$ cat config.mk
export PLATFORM = sky130hd
export DESIGN_NAME = flash_reader
export DESIGN_NICKNAME = d
export VERILOG_FILES = /design/src/rtl/flash_reader_pkg.sv /design/src/rtl/flash_reader_spi_clk_gen.sv /design/src/rtl/flash_reader.sv
export SDC_FILE = /design/constraint.sdc
export NUM_CORES = 1
export LEC_CHECK = 0
export CORE_UTILIZATION = 41
export DETAILED_ROUTE_END_ITERATION = 7
export HOLD_SLACK_MARGIN = 0.03
export PLACE_DENSITY = 0.65
export SYNTH_ARGS = -nofsm -noshare
export SYNTH_HDL_FRONTEND = slang
export SYNTH_SLANG_ARGS = --single-unit
$ cat constraint.sdc
create_clock -name CLK -period 2.5 [get_ports CLK]
set_input_delay 0.5 -clock CLK [delete_from_list [all_inputs] [get_ports CLK]]
set_output_delay 0.5 -clock CLK [all_outputs]
set_load 0.05 [all_outputs]
$ cat src/rtl/flash_reader_pkg.sv
// Shared definitions for the SPI flash readers: command opcodes and FSM state encoding.
package flash_reader_pkg;

  localparam logic [7:0] FLASH_CMD_READ = 8'h03;
  localparam int         CMD_BITS       = 32;

  typedef enum logic [2:0] {
    ST_IDLE,
    ST_CMD,
    ST_DATA,
    ST_STALL,
    ST_GAP
  } fr_state_e;

endpackage

$ cat src/rtl/flash_reader_spi_clk_gen.sv
// SCK generator: CLK_DIV cycles per half-period, one-cycle rise/fall strobes, freezable via en_i.
module spi_clk_gen #(
  parameter int CLK_DIV = 1
) (
  input  logic clk_i,
  input  logic rst_i,
  input  logic en_i,
  input  logic clr_i,
  output logic sck_o,
  output logic rise_o,
  output logic fall_o
);

  localparam int            CW   = (CLK_DIV > 1) ? $clog2(CLK_DIV) : 1;
  localparam logic [CW-1:0] TERM = CW'(CLK_DIV - 1);

  logic [CW-1:0] cnt_q, cnt_d;
  logic          sck_q, sck_d;
  logic          wrap;

  // Strobes flag the clock edge at which SCK toggles.
  assign wrap   = en_i && (cnt_q == TERM);
  assign rise_o = wrap && !sck_q;
  assign fall_o = wrap && sck_q;
  assign sck_o  = sck_q;

  always_comb begin
    cnt_d = cnt_q;
    sck_d = sck_q;
    if (clr_i) begin
      cnt_d = '0;
      sck_d = 1'b0;
    end else if (en_i) begin
      if (wrap) begin
        cnt_d = '0;
        sck_d = !sck_q;
      end else begin
        cnt_d = cnt_q + 1'b1;
      end
    end
  end

  always_ff @(posedge clk_i) begin
    if (rst_i) begin
      cnt_q <= '0;
      sck_q <= 1'b0;
    end else begin
      cnt_q <= cnt_d;
      sck_q <= sck_d;
    end
  end

endmodule

$ cat src/rtl/flash_reader.sv
// SPI mode-0 flash READ (0x03) master streaming bytes out over valid/ready with a one-byte skid.
module flash_reader
  import flash_reader_pkg::*;
#(
  parameter int CLK_DIV = 1,
  parameter int LEN_W   = 16,
  parameter int CS_HIGH = 4
) (
  input  logic             CLK,
  input  logic             RST,
  input  logic             start,
  input  logic [23:0]      addr,
  input  logic [LEN_W-1:0] len,
  output logic             busy,
  output logic             done,
  output logic [7:0]       data_out,
  output logic             data_valid,
  input  logic             data_ready,
  output logic             FLASH_CSb,
  output logic             FLASH_SCK,
  output logic             FLASH_MOSI,
  input  logic             FLASH_MISO
);

  localparam int GW = (CS_HIGH > 1) ? $clog2(CS_HIGH + 1) : 1;

  fr_state_e        state_q;
  logic             busy_q, done_q, csb_q;
  logic [31:0]      sr_q;
  logic [4:0]       bit_q;
  logic [6:0]       rx_q;
  logic [LEN_W-1:0] left_q;
  logic [7:0]       dout_q, skid_q;
  logic             dv_q, skid_vld_q;
  logic [GW-1:0]    gap_q;

  logic       sck, rise, fall, gen_en, gen_clr;
  logic       out_free, gap_done;
  logic [7:0] byte_d;

  assign gen_en   = (state_q == ST_CMD) || (state_q == ST_DATA);
  assign gen_clr  = (state_q == ST_IDLE);
  assign out_free = !dv_q || data_ready;
  assign byte_d   = {rx_q, FLASH_MISO};
  assign gap_done = (int'(gap_q) + 1) >= CS_HIGH;

  spi_clk_gen #(.CLK_DIV(CLK_DIV)) u_clk_gen (
    .clk_i  (CLK),
    .rst_i  (RST),
    .en_i   (gen_en),
    .clr_i  (gen_clr),
    .sck_o  (sck),
    .rise_o (rise),
    .fall_o (fall)
  );

  always_ff @(posedge CLK) begin
    if (RST) begin
      state_q    <= ST_IDLE;
      busy_q     <= 1'b0;
      done_q     <= 1'b0;
      csb_q      <= 1'b1;
      sr_q       <= '0;
      dv_q       <= 1'b0;
      dout_q     <= '0;
      skid_vld_q <= 1'b0;
      gap_q      <= '0;
    end else begin
      done_q <= 1'b0;

      // Output register: consume, then refill from the skid byte if one is waiting.
      if (dv_q && data_ready) dv_q <= 1'b0;
      if (skid_vld_q && out_free) begin
        dout_q     <= skid_q;
        dv_q       <= 1'b1;
        skid_vld_q <= 1'b0;
      end

      case (state_q)
        ST_IDLE: begin
          gap_q <= '0;
          if (start) begin
            if (len != '0) begin
              busy_q  <= 1'b1;
              csb_q   <= 1'b0;
              sr_q    <= {FLASH_CMD_READ, addr};
              left_q  <= len;
              bit_q   <= '0;
              state_q <= ST_CMD;
            end else begin
              done_q <= 1'b1;
            end
          end
        end

        ST_CMD: begin
          if (fall) begin
            sr_q  <= {sr_q[30:0], 1'b0};
            bit_q <= bit_q + 5'd1;
            if (bit_q == 5'(CMD_BITS - 1)) begin
              bit_q   <= '0;
              state_q <= ST_DATA;
            end
          end
        end

        ST_DATA: begin
          if (rise) begin
            rx_q  <= byte_d[6:0];
            bit_q <= bit_q + 5'd1;
            if (bit_q == 5'd7) begin
              bit_q  <= '0;
              left_q <= left_q - 1'b1;
              if (out_free) begin
                dout_q <= byte_d;
                dv_q   <= 1'b1;
              end else begin
                skid_q     <= byte_d;
                skid_vld_q <= 1'b1;
              end
            end
          end else if (fall) begin
            // Freeze only with SCK low; a drained skid lets the next byte proceed.
            if (left_q == '0) begin
              csb_q   <= 1'b1;
              state_q <= ST_GAP;
            end else if (skid_vld_q && !out_free) begin
              state_q <= ST_STALL;
            end
          end
        end

        ST_STALL: begin
          if (out_free) state_q <= ST_DATA;
        end

        ST_GAP: begin
          if (gap_done && !dv_q && !skid_vld_q) begin
            done_q  <= 1'b1;
            busy_q  <= 1'b0;
            state_q <= ST_IDLE;
          end else if (!gap_done) begin
            gap_q <= gap_q + 1'b1;
          end
        end

        default: state_q <= ST_IDLE;
      endcase
    end
  end

  assign busy       = busy_q;
  assign done       = done_q;
  assign data_out   = dout_q;
  assign data_valid = dv_q;
  assign FLASH_CSb  = csb_q;
  assign FLASH_SCK  = sck;
  assign FLASH_MOSI = sr_q[31];

endmodule

# Word-level counts from Yosys, hierarchy flattened
# Cells that the tools add are included.
word_totals:
  ff_bits: 89
  inputBits: 45
  output_inout_bits: 14
  elab_cells: 137
classes:
  add_sub_neg: 5
  order_cmp: 1
  eq_ne: 20
  n_mux: 61
  bitwise: 3
  reduce_logical: 32
op_table:
  columns: ["cell", "count"]
  rows:
  - ["$mux 32", 3]
  - ["$mux 16", 4]
  - ["$pmux 32 s2", 1]
  - ["$mux 8", 5]
  - ["$mux 3", 12]
  - ["$pmux 16 s2", 1]
  - ["$mux 5", 6]
  - ["$mux 1", 23]
  - ["$ne 2x2->1 const B", 9]
  - ["$reduce_and 6->1", 3]
  - ["$logic_not 16->1", 1]
  - ["$reduce_bool 16->1", 1]
  - ["$sub 16x1->16 const B", 1]
  - ["$pmux 3 s5", 1]
  - ["$pmux 5 s3", 1]
  - ["$reduce_and 9->1", 1]
  - ["$logic_and 1x1->1", 8]
  - ["$ne 2x1->1 const B", 4]
  - ["$reduce_and 4->1", 2]
  - ["$eq 3x2->1 const B", 2]
  - ["$pmux 1 s2", 3]
  - ["$pmux 3 s2", 1]
  - ["$reduce_and 3->1", 2]
  - ["$reduce_bool 2->1", 3]
  - ["18 further kinds", 24]

# Longest topological paths before layout
# Gate-level depths: netlist of run 1.
depth:
  ltp_word: 9
  depth_mapped: 8
  ltp_nobuf: 8

# By module
# Synthesis of run 1 repeated with hierarchy kept, for this count alone.
unflattened:
  cells_unflattened: 416
  area_unflattened_um2: 4286.6
modules_own_cells:
  columns: ["mod", "instances", "cells_per_inst", "area_each_um2", "seq_area_each_um2"]
  rows:
  - ["flash_reader", 1, 408, 4192.8, 2102.0]
  - ["spi_clk_gen", 1, 8, 93.8, 40.0]

# Worst setup path after synthesis of run 1
# Ideal clock, no wire load.
synth_timing:
  kind: "register to register"
  start: "register bit_q[0]"
  end: "register left_q[0] (enable)"
  setup_time_ns: 0.394
  arrival_ns: 2.143
  t_required_ns: 2.106
  slack_ns: -0.037
  stages_incl_launch_ff: 5
  n_path_buf: 0
  period_less_slack_ns: 2.537
  cell_sequence: "edfxtp_1 -> ha_1 -> nor4bb_1 -> nand3_1 -> a21oi_1"
synth_between:
  elab_chain_len: 3
synth_rtl:
  columns: ["element", "line", "source"]
  rows:
  - ["start: declaration", "flash_reader.sv:30", "logic [4:0] bit_q;"]
  - ["start signal: assignment", "flash_reader.sv:99", "bit_q <= bit_q + 5'd1;"]
  - ["start signal: assignment", "flash_reader.sv:110", "bit_q <= bit_q + 5'd1;"]
  - ["$eq 5x3->1", "flash_reader.sv:111", "if (bit_q == 5'd7) begin"]
  - ["$ne 2x1->1 (no source line)", null, null]
  - ["$reduce_and 6->1 (no source line)", null, null]
  - ["end signal: assignment", "flash_reader.sv:87", "left_q <= len;"]
  - ["end signal: assignment", "flash_reader.sv:113", "left_q <= left_q - 1'b1;"]
  - ["end: declaration", "flash_reader.sv:32", "logic [LEN_W-1:0] left_q;"]
# Every way passes these cells.
# A chain may end at the register's enable or synchronous reset.

# Worst setup path in the final report of run 1
layout_timing:
  start: "register state_q[0]"
  end: "register bit_q[1] (enable)"
layout_between:
  elab_chain_len: 6
  elab_cells_between_ends: 13
  classes_between: "eq/ne: 6; reduce/logical: 7"
layout_rtl:
  columns: ["element", "line", "source"]
  rows:
  - ["start: declaration", "flash_reader.sv:27", "fr_state_e state_q;"]
  - ["start signal: assignment", "flash_reader.sv:59", "state_q <= ST_IDLE;"]
  - ["start signal: assignment", "flash_reader.sv:89", "state_q <= ST_CMD;"]
  - ["start signal: assignment", "flash_reader.sv:102", "state_q <= ST_DATA;"]
  - ["$eq 3x1->1 / $eq 3x2->1 (equally long branches)", "flash_reader.sv:41, flash_reader.sv:79", null]
  - ["$logic_or 1x1->1", "flash_reader.sv:41", "assign gen_en = (state_q == ST_CMD) || (state_q == ST_DATA);"]
  - ["$logic_and 1x1->1", "flash_reader_spi_clk_gen.sv:22", "assign wrap = en_i && (cnt_q == TERM);"]
  - ["$logic_and 1x1->1, on equally long branches", "flash_reader_spi_clk_gen.sv:23, flash_reader_spi_clk_gen.sv:24", null]
  - ["$ne 2x2->1 (no source line)", null, null]
  - ["$reduce_and 6->1 (no source line) *", null, null]
# Mark *: on every way between the ends. The rest lies on a longest branch, timed or not.

==> key figures, run 1 <==
GRT
  • Number of antenna violations at the first check in global routing: 0
  • Wire length of the first global-routing pass: 14,870 um
  • Maximum number of pins on one net before global-route repair: 56
  • Via count of the first global-routing pass: 3,231
  • Global-route congestion overflow total: 0
  • Total routing usage reported by global routing: between 10% and 20%

Routing
  • Total wirelength of the detailed-routed design: 9068 um
  • Antenna violation net count after detailed routing: 0
  • 1st-iter DRT viols: between 150 and 200
  • Routed length per instance: 14.02 um
  • Number of optimization iterations in the first detailed-route pass: 4
  • Drt drc: 0
  • Count of vias placed by the detailed router: 3,417
  • DR vias/cell: 5.281

Setup path
  • Endpoint of the worst-slack reg-to-reg timing path: bit_q[1]
  • Worst Setup End Kind: flop
  • CP Launch Type: flop
  • Worst Path Required: 2.47 ns
  • Crit path max-delay cell type: sky130_fd_sc_hd__nor4_1
  • Path depth of the worst reg2reg path: 4
  • Setup slack, reg-to-reg: 0.15 ns
  • Crit path DAT: 2.33 ns
  • Critical path, cell by cell: inv_1 > o211ai_1 > o41ai_1 > nor4_1
  • Origin of the critical flop-to-flop path: state_q[0]
  • Crit Path Max Fanout: 10
  • Critical Path Max Stage Delay: 0.80 ns
  • Critical Setup Path Class: reg -> reg

Timing
  • Setup clock skew after layout: 0.01878 ns
  • Final hold vios: 0
  • Period utilisation layout: 94.17%
  • Maximum clock frequency: approximately 420 MHz
  • Slew headroom: 35.75%
  • Post-layout min period: 2.354 ns
  • Actual transition at the worst max-transition pin: about 0.95 ns
  • Post-route worst hold slack: 0.4571 ns
  • RSZ-0062 raised after global routing: no
  • Max-slew violation total from the final report: 0
  • Number of failing setup endpoints in the final timing report: 0

Power and ir drop
  • Peak supply drop: 551.7 uV
  • Power after layout: 4.543 mW
  • Clock group share of total power: 20.9%
  • Static leakage: 1.777 nW
  • Pwr per Cell Area: 882.2 nW/um2
  • Switching Power: 1.698 mW
  • Internal power summed over all cells: 2.845 mW
  • Share of power burned in combinational logic: 34.5%
  • Power share of the sequential group: 44.7%
  • Switching share of power: 37.38%

Clock network
  • Number of levels in the clock H-tree: 3
  • CTS sink count: 89
  • PostCTS Resize Cnt: 0
  • Number of post-CTS setup repair buffers: 0
  • Clock latency of the later-clocked register in the worst-skew pair: about 0.36 ns
  • Cts hold-fix bufs: 0
  • Clock tree from TritonCTS: yes
  • Maximum clock insertion buffer count: 2
  • Cell at the root of the clock tree: sky130_fd_sc_hd__clkbuf_8
  • Num CTS Buffers: 9
  • Clock transition at the registers of the reported paths: ~0.09 ns

Synth
  • Yosys reg bits: between 80 and 90
  • Number of synthesized flops with an enable pin: 36
  • Instance count of the mapped netlist: roughly 440
  • Net count after synthesis: 492
  • Average instance area after synthesis: 9.301 um2
  • Share of synthesized area occupied by flip-flops and latches: ~52%
  • Async set-reset flop share out of synthesis: 0%
  • Area of the mapped netlist: 4120 um2
  • Post-synth cell types: approximately 50
  • Top-area cell type share of the netlist area: 26.24%
  • Most used flip-flop cell after synthesis: sky130_fd_sc_hd__dfxtp_1
  • Biggest area consumer among synthesized cells: sky130_fd_sc_hd__edfxtp_1
  • Top cells by area, synth: sky130_fd_sc_hd__edfxtp_1 (26%), sky130_fd_sc_hd__dfxtp_1 (26%), sky130_fd_sc_hd__nand2_1 (7.6%)
  • Number of warnings issued by yosys: 0

Cells and area
  • Area of combinational cells with multiple inputs: 1854 um2
  • Antenna Cells: 0
  • Post-route standard cell area excluding fillers: between 5000 and 6000 um2
  • Fill cell count: about 910
  • Share of cells above drive strength 1: 11.87%
  • Sequential cell area: ~2100 um2
  • Area overhead of the layout relative to synthesis: 24.99%
  • NumNets Final: 558

Floorplan
  • Die Y: 102.2 um
  • Die ar.: 10,450 um2
  • Count of pins on the block boundary: 59
  • Initial Utilization: 42.15%
  • Chip width: approximately 100 um
  • Core area: between 9000 and 10,000 um2
  • Site row count: 36

Status
  • Status: complete, no violations

Min path
  • Hold-critical path depth: 2
  • Worst hold start: sr_q[0]
  • Destination of the worst hold path: sr_q[0]
  • Path category of the worst min-delay check: reg -> reg

Placed design
  • DP HPWL: approximately 6400 um
  • Routability congestion estimate: 0.8589
  • Area after detailed placement: 4961 um2
  • Input/output buffers: 58

Job
  • Max-cap violations: 0
## layer usage
metal | wire [um] | track usage (%) | share of wire [%] | up-vias
li1 | - | - | - | 1741
met1 | 4370 | 24.18 | 48 | 1620
met2 | 4316 | 29.43 | 48 | 50
met3 | 316 | 4.856 | 3.5 | 6
met4 | 65 | 4.286 | 0.72 | 0
met5 | 0 | 0 | 0 | -
## cell type report
type	count	area share, %
Clock buffer	9	2.405
Clock inverter	7	1.263
Inverter	6	0.4373
Multi-Input combinational cell	320	36.01
Sequential cell	89	41.59
Tap cell	133	3.231
Timing Repair Buffer	83	15.06
## registers in the layout, indices dropped and copies added (netlist names), 3 cells and up
register and flops:
state_q 3, rx_q 7, bit_q 5, gap_q 3, sr_q 32, skid_q 8, data_out 8, left_q 16
## placed cells by master (no fill, tap or decap), types with 2 or more instances in the layout
cell type,count
sky130_fd_sc_hd__or2_2,2
sky130_fd_sc_hd__nand2_1,83
sky130_fd_sc_hd__nor3_1,9
sky130_fd_sc_hd__nor2_1,59
sky130_fd_sc_hd__inv_8,2
sky130_fd_sc_hd__or4_4,2
sky130_fd_sc_hd__a21oi_1,18
sky130_fd_sc_hd__nor3b_1,2
sky130_fd_sc_hd__nor3b_2,2
sky130_fd_sc_hd__a31oi_1,2
sky130_fd_sc_hd__a211oi_1,3
sky130_fd_sc_hd__nand3b_1,3
sky130_fd_sc_hd__o31ai_1,2
sky130_fd_sc_hd__edfxtp_1,36
sky130_fd_sc_hd__nand3_1,18
sky130_fd_sc_hd__o221a_2,2
sky130_fd_sc_hd__dfxtp_1,53
sky130_fd_sc_hd__nor2b_1,4
sky130_fd_sc_hd__nand4_1,2
sky130_fd_sc_hd__nand2b_1,4
sky130_fd_sc_hd__o211ai_1,2
sky130_fd_sc_hd__o21a_1,3
sky130_fd_sc_hd__nor4_1,9
sky130_fd_sc_hd__inv_1,6
sky130_fd_sc_hd__o21ai_0,15
sky130_fd_sc_hd__clkbuf_8,9
sky130_fd_sc_hd__ha_1,4
sky130_fd_sc_hd__xor2_1,5
sky130_fd_sc_hd__buf_4,24
sky130_fd_sc_hd__xnor2_1,10
sky130_fd_sc_hd__o21ai_1,3
sky130_fd_sc_hd__a311oi_1,29
sky130_fd_sc_hd__nor4_4,2
sky130_fd_sc_hd__a21boi_0,2
sky130_fd_sc_hd__clkdlybuf4s50_1,57
sky130_fd_sc_hd__inv_6,4
## cells by family (layout without fill, tap and decap cells)
kind of cell               after synthesis  count (layout)  synth area share [%]
AOI/OAI and AO/OA                       92              92                 16.22
xor gates and xnor gates                15              15                 3.188
adders and majority gates                4               4                 1.215
buffers and inverters                   34             105                 3.219
DFF                                     89              89                 51.99
and+or+nand+nor                        209             209                 24.17
## stage by stage
stage | TNS, ns | worst slack, ns | utilization (%) | std cells
global route | 0 | 0.01123 | 52.69 | 647
finish | 0 | 0.1459 | 52.69 | 647
floorplan | 0 | 0.1565 | - | 443
CTS | 0 | 0.1345 | 52.69 | 647
global placement | -1.932 | -0.09562 | 50.76 | 631
detailed placement | -3.060 | -0.1255 | 50.76 | 631
## Yosys cell counts (all sizes together), types with 5 or more instances
cell / n
xnor2: 10
nor3: 10
a311oi: 29
nor4: 12
xor2: 5
o21ai: 18
a21oi: 19
nand2: 83
inv: 6
dfxtp: 53
nand3: 18
nor2: 59
buf: 9
edfxtp: 36
clkbuf: 19
## critical path, delay by kind of cell (launching register included)
family	cells	cell delay (ns)
and+or+nand+nor	1	0.80
DFF	1	0.56
AOI/OAI and AO/OA	2	0.43
buffers and inverters	1	0.19
## worst max path at each step
| stage | end | start | cells past startpoint | slack, ns |
|---|---|---|---|---|
| after detailed placement | bit_q[4] | len[3] | 5 | -0.13 |
| final | bit_q[1] | state_q[0] | 4 | 0.15 |
| after floorplan | bit_q[0] | u_clk_gen.sck_o | 4 | 0.16 |
| after global routing | left_q[2] | bit_q[0] | 5 | 0.01 |
| after CTS | bit_q[1] | state_q[0] | 4 | 0.13 |
| after global placement | bit_q[3] | len[3] | 5 | -0.1 |
## power by group through the flow
stage	Sequential (mW)	Combinational [mW]	Clock (mW)
6_report	2.03	1.57	0.948
3_3_place_gp	2.05	1.54	0
3_5_place_dp	2.05	1.57	0
2_1_floorplan	2.04	1.10	0
4_1_cts	2.03	1.57	0.983
5_1_grt	2.06	1.76	1.04
(Power assumes the default switching activity.)
==> run 2, diff against run 1 <==
--- a/config.mk
+++ b/config.mk
@@ -9,6 +9,7 @@
 export DETAILED_ROUTE_END_ITERATION = 7
 export HOLD_SLACK_MARGIN = 0.03
 export PLACE_DENSITY = 0.65
+export SLEW_MARGIN = 15
 export SYNTH_ARGS = -nofsm -noshare
 export SYNTH_HDL_FRONTEND = slang
 export SYNTH_SLANG_ARGS = --single-unit
==> results of run 2 <==
Final layout, timing and power as in run 1 (identical DEF).
